File: src/rtl/booth_divider.sv
// Sequential restoring divider: one quotient bit per cycle, signed or unsigned
// operands, truncating toward zero, with divide-by-zero and overflow flags.
module booth_divider #(
  parameter int WIDTH = 16
) (
  input  logic             clk,
  input  logic             rst_n,
  input  logic             start,
  input  logic             signed_en,
  input  logic [WIDTH-1:0] dividend,
  input  logic [WIDTH-1:0] divisor,
  output logic             busy,
  output logic             done,
  output logic [WIDTH-1:0] quotient,
  output logic [WIDTH-1:0] remainder,
  output logic             div_zero,
  output logic             overflow
);

  localparam int CW = $clog2(WIDTH + 1);
  localparam logic [WIDTH-1:0] MOST_NEG = {1'b1, {(WIDTH-1){1'b0}}};

  typedef enum logic [1:0] {IDLE, DIV, FIX} state_t;

  state_t           state, state_next;
  logic [CW-1:0]    cnt;
  logic [WIDTH-1:0] rem_q, quo_q, dvs_q, dvd_q;
  logic             q_neg, r_neg, dz_q, ovf_q;

  logic [WIDTH-1:0] dvd_mag, dvs_mag;
  logic [WIDTH:0]   shifted, trial;

  assign busy = (state != IDLE);

  always_comb begin
    dvd_mag = (signed_en && dividend[WIDTH-1]) ? (~dividend + 1'b1) : dividend;
    dvs_mag = (signed_en && divisor[WIDTH-1])  ? (~divisor + 1'b1)  : divisor;
    // Partial remainder stays below the divisor, so the shifted value fits WIDTH+1 bits.
    shifted = {rem_q, quo_q[WIDTH-1]};
    trial   = shifted - {1'b0, dvs_q};
  end

  always_comb begin
    state_next = state;
    case (state)
      IDLE: if (start) state_next = (divisor == '0) ? FIX : DIV;
      DIV:  if (cnt == CW'(1)) state_next = FIX;
      FIX:  state_next = IDLE;
      default: state_next = IDLE;
    endcase
  end

  always_ff @(posedge clk) begin
    if (!rst_n) begin
      state     <= IDLE;
      cnt       <= '0;
      rem_q     <= '0;
      quo_q     <= '0;
      dvs_q     <= '0;
      dvd_q     <= '0;
      q_neg     <= 1'b0;
      r_neg     <= 1'b0;
      dz_q      <= 1'b0;
      ovf_q     <= 1'b0;
      done      <= 1'b0;
      quotient  <= '0;
      remainder <= '0;
      div_zero  <= 1'b0;
      overflow  <= 1'b0;
    end else begin
      state <= state_next;
      done  <= 1'b0;
      case (state)
        IDLE: if (start) begin
          rem_q <= '0;
          quo_q <= dvd_mag;
          dvs_q <= dvs_mag;
          dvd_q <= dividend;
          q_neg <= signed_en & (dividend[WIDTH-1] ^ divisor[WIDTH-1]);
          r_neg <= signed_en & dividend[WIDTH-1];
          dz_q  <= (divisor == '0);
          ovf_q <= signed_en && (dividend == MOST_NEG) && (divisor == '1);
          cnt   <= CW'(WIDTH);
        end
        DIV: begin
          if (!trial[WIDTH]) begin
            rem_q <= trial[WIDTH-1:0];
            quo_q <= {quo_q[WIDTH-2:0], 1'b1};
          end else begin
            rem_q <= shifted[WIDTH-1:0];
            quo_q <= {quo_q[WIDTH-2:0], 1'b0};
          end
          cnt <= cnt - 1'b1;
        end
        FIX: begin
          // The most-negative / -1 case wraps naturally through the magnitude path.
          if (dz_q) begin
            quotient  <= '1;
            remainder <= dvd_q;
          end else begin
            quotient  <= q_neg ? (~quo_q + 1'b1) : quo_q;
            remainder <= r_neg ? (~rem_q + 1'b1) : rem_q;
          end
          div_zero <= dz_q;
          overflow <= ovf_q;
          done     <= 1'b1;
          cnt      <= '0;
        end
        default: ;
      endcase
    end
  end

endmodule
File: config.mk
export PLATFORM = sky130hd
export DESIGN_NAME = booth_divider
export DESIGN_NICKNAME = d
export VERILOG_FILES = /design/src/rtl/booth_divider.sv
export SDC_FILE = /design/constraint.sdc
export NUM_CORES = 1
export LEC_CHECK = 0
export BUFFER_PORTS_ARGS = -buffer_cell sky130_fd_sc_hd__buf_2
export CORE_MARGIN = 1.5
export CORE_UTILIZATION = 30
export CTS_CLUSTER_DIAMETER = 80
export DETAILED_ROUTE_END_ITERATION = 8
export REMOVE_ABC_BUFFERS = 1
export SLEW_MARGIN = 40
export SYNTH_ARGS = -nofsm -noshare
export SYNTH_HDL_FRONTEND = slang
export SYNTH_SLANG_ARGS = --single-unit
File: constraint.sdc
create_clock -name clk -period 6.9 [get_ports clk]
set_clock_uncertainty 0.15 [all_clocks]
set_input_delay 1.725 -clock clk [delete_from_list [all_inputs] [get_ports clk]]
set_output_delay 1.725 -clock clk [all_outputs]
set_load 0.02 [all_outputs]
==> summary.txt <==
Max Transition Viols Final: 0
Ys flop type: dfxtp_1
H-tree Lvls: 3
Via Count: 5834
Layout area overhead: 13.5%
CTS Buf Count: 9
Drt first-iter violations: 333
Min Tclk post-route: 3.42 ns
Max Cap Viol: 0
Finished Layout Cells: 1172
Total power: 1.72 mW
DR pass1 iterations: 5
Most area-consuming cells after synthesis: dfxtp_1, nand2_1, a21oi_1
Post-synth top area share: 34.0%
Share of cells above drive strength 1: 12.0%
PwrDens: 234 mW/mm^2
Dpl cells: 1156
Setup ws final: 3.48 ns
Vias in the first global route: 5338
Synth area leader: dfxtp_1
Num ports: 72
Most frequent cell after synthesis: nand2_1
Max Freq: 292 MHz
CTS tree: built
Worst-skew pair later-pin latency: 0.36 ns
WL met1: 8650 um
DRC: 0
Antenna Nets Post-Route: 0
CTS Hold Bufs: 0
Met2 WL post-DR: 7500 um
Arrival time worst endpoint: 3.54 ns
Startpoint Class: input pin
Avg Vias per Cell: 4.98
Nets: 956
Final wirelength: 17100 um
RSZ-0062 raised after global routing: no
WHS Endpoint: dvd_q[2]$_SDFFE_PN0P_
Place WS: 2.96 ns
FF-to-FF Start: quo_q[15]$_SDFFE_PN0P_
Setup violations, final: 0
Hold path depth: 2
Slew HR: 55.9%
Clock Sinks: 110
Worst hold margin: 0.309 ns
Core area: 0.0211 mm^2
Die H: 150 um
Slew @ Worst Pin: 0.662 ns
Maximum VDD drop: 0.142 mV
Critical Path RT: 7.02 ns
Async S/R FF share, synth: 0%
Met3 routed wirelength: 622 um
Kind of end point of the critical path: flop
FF-to-FF End: rem_q[0]$_SDFFE_PN0P_
Clock slew at reported path FFs: 0.08 ns
Ys Warns: 0
Status: complete, no violations
Dpl hpwl: 12700 um
Final hold violation count: 0
Syn_area_per_cell: 7.63 um^2
Cell count after synthesis: 848
LEAKAGE: 2.87 nW
Routability Congestion: 0.787
Post-synth EDFFs: 0
Antenna cells: 0
FF-to-FF setup slack: 3.73 ns
Initial antenna violation count: 0
Sequential share of the synthesized area: 34.0%
Initial Util: 30.7%
TNS Setup: 0 ns
Final period util: 49.6%
WS Path Type: in2reg
Max layer used: met4
Grt total ovfl: 0
Cts repair resizes: 0
Number of port buffers: 71
Setup bufs post-CTS: 0
GR Util All Layers: 15.6%
Die width: 150 um
Die area: 0.0225 mm^2
Routed WL per cell: 14.6 um
FP Rows: 53
Largest net degree at the start of global routing: 84
Netlist Area Pre-Place: 0.00647 mm^2
Worst r2r path cells: 11
Worst hold-check path type: reg2reg
Post-synthesis cell type count: 59
First-pass GRT wire length: 27800 um
Synth cell count leaders: nand2_1, dfxtp_1, nor2_1, a21oi_1, o21ai_0
Root Driver: clkbuf_16
Post-synthesis register bit count: 110
CTS Buffer Depth: 2
CP max FO: 7
Hold path start: dvd_q[2]$_SDFFE_PN0P_
[critical path, cell delays in order]
cell and delay (ns):
buf_2 0.13, or4_1 0.60, nor3_2 0.17, nand2_1 0.13, or3_1 0.41, nand2_1 0.09, a21oi_1 0.06, a211oi_1 0.23
[cell families (layout without fill, tap and decap cells)]
| logic type | count (synthesis) | after routing | share of synthesized area, % |
|---|---|---|---|
| and+or+nand+nor | 307 | 307 | 20.9 |
| AOI/OAI and AO/OA | 226 | 226 | 21.4 |
| DFF | 110 | 110 | 34.0 |
| buffers and inverters | 86 | 135 | 5.11 |
| xor gates and xnor gates | 64 | 64 | 8.78 |
| adders and majority gates | 28 | 28 | 5.53 |
| muxes | 27 | 27 | 4.18 |
[worst max-delay path by stage]
stage          startpoint               endpoint  cells after the start
2_1_floorplan       rst_n  rem_q[0]$_SDFFE_PN0P_                      3
3_3_place_gp        start  rem_q[1]$_SDFFE_PN0P_                      5
3_5_place_dp        start  rem_q[6]$_SDFFE_PN0P_                      6
4_1_cts             start  rem_q[6]$_SDFFE_PN0P_                      6
5_1_grt        divisor[6]  state[1]$_SDFFE_PN0P_                      8
6_report       divisor[6]  state[1]$_SDFFE_PN0P_                      8
[final cells by class]
class | count | area (um^2)
clock inverter | 7 | 57.6
timing repair buffer | 78 | 412
clock buffer | 9 | 225
fill | 2302 | 13700
sequential | 110 | 2200
tap | 275 | 344
inverter | 41 | 154
multi-input combinational | 652 | 3950
[metal layers]
metal / vias to the layer above / global-route usage (%)
met5: - / 0
met4: 0 / 5.49
met3: 23 / 2.01
met2: 122 / 24.0
met1: 2660 / 22.2
li1: 3029 / -
[stage by stage]
stage	utilization [%]	instance area, um^2
after floorplan	-	6290
after global placement	33.4	7050
after detailed placement	33.5	7060
after CTS	34.8	7340
after global routing	34.8	7340
final	34.8	7340
[where the power goes]
part | switching, mW | total [mW] | internal [mW]
clock network | 0.265 | 0.516 | 0.250
logic | 0.291 | 0.473 | 0.182
registers | 0.0442 | 0.731 | 0.687
total | 0.600 | 1.72 | 1.12
[cell usage in the layout, fill, tap and decap left out, drive strengths merged, types with 5 or more instances in the layout]
master | synthesis | routed
dfxtp | 110 | 110
xnor2 | 37 | 37
o22ai | 7 | 7
nand2b | 7 | 7
mux2i | 27 | 27
o211ai | 5 | 5
o31ai | 13 | 13
and3 | 6 | 6
nand3 | 12 | 12
a211oi | 19 | 19
ha | 27 | 27
nor3 | 14 | 14
a21o | 5 | 5
nand4 | 7 | 7
nor4 | 6 | 6
clkbuf | 36 | 9
nor2b | 5 | 5
o21ai | 65 | 65
nand3b | 6 | 6
and2 | 5 | 5
or3 | 5 | 5
xor2 | 27 | 27
buf | 9 | 78
nor2 | 80 | 80
nand2 | 146 | 146
inv | 41 | 43
a21oi | 78 | 78
[flip-flops by register name, summed over array words and instances (netlist names)]
name	cells
ovf_q	1
remainder	16
overflow	1
q_neg	1
state	2
quotient	16
done	1
dvs_q	16
r_neg	1
dz_q	1
dvd_q	16
cnt	5
quo_q	16
div_zero	1
rem_q	16
Power figures use the tool's default switching activity.
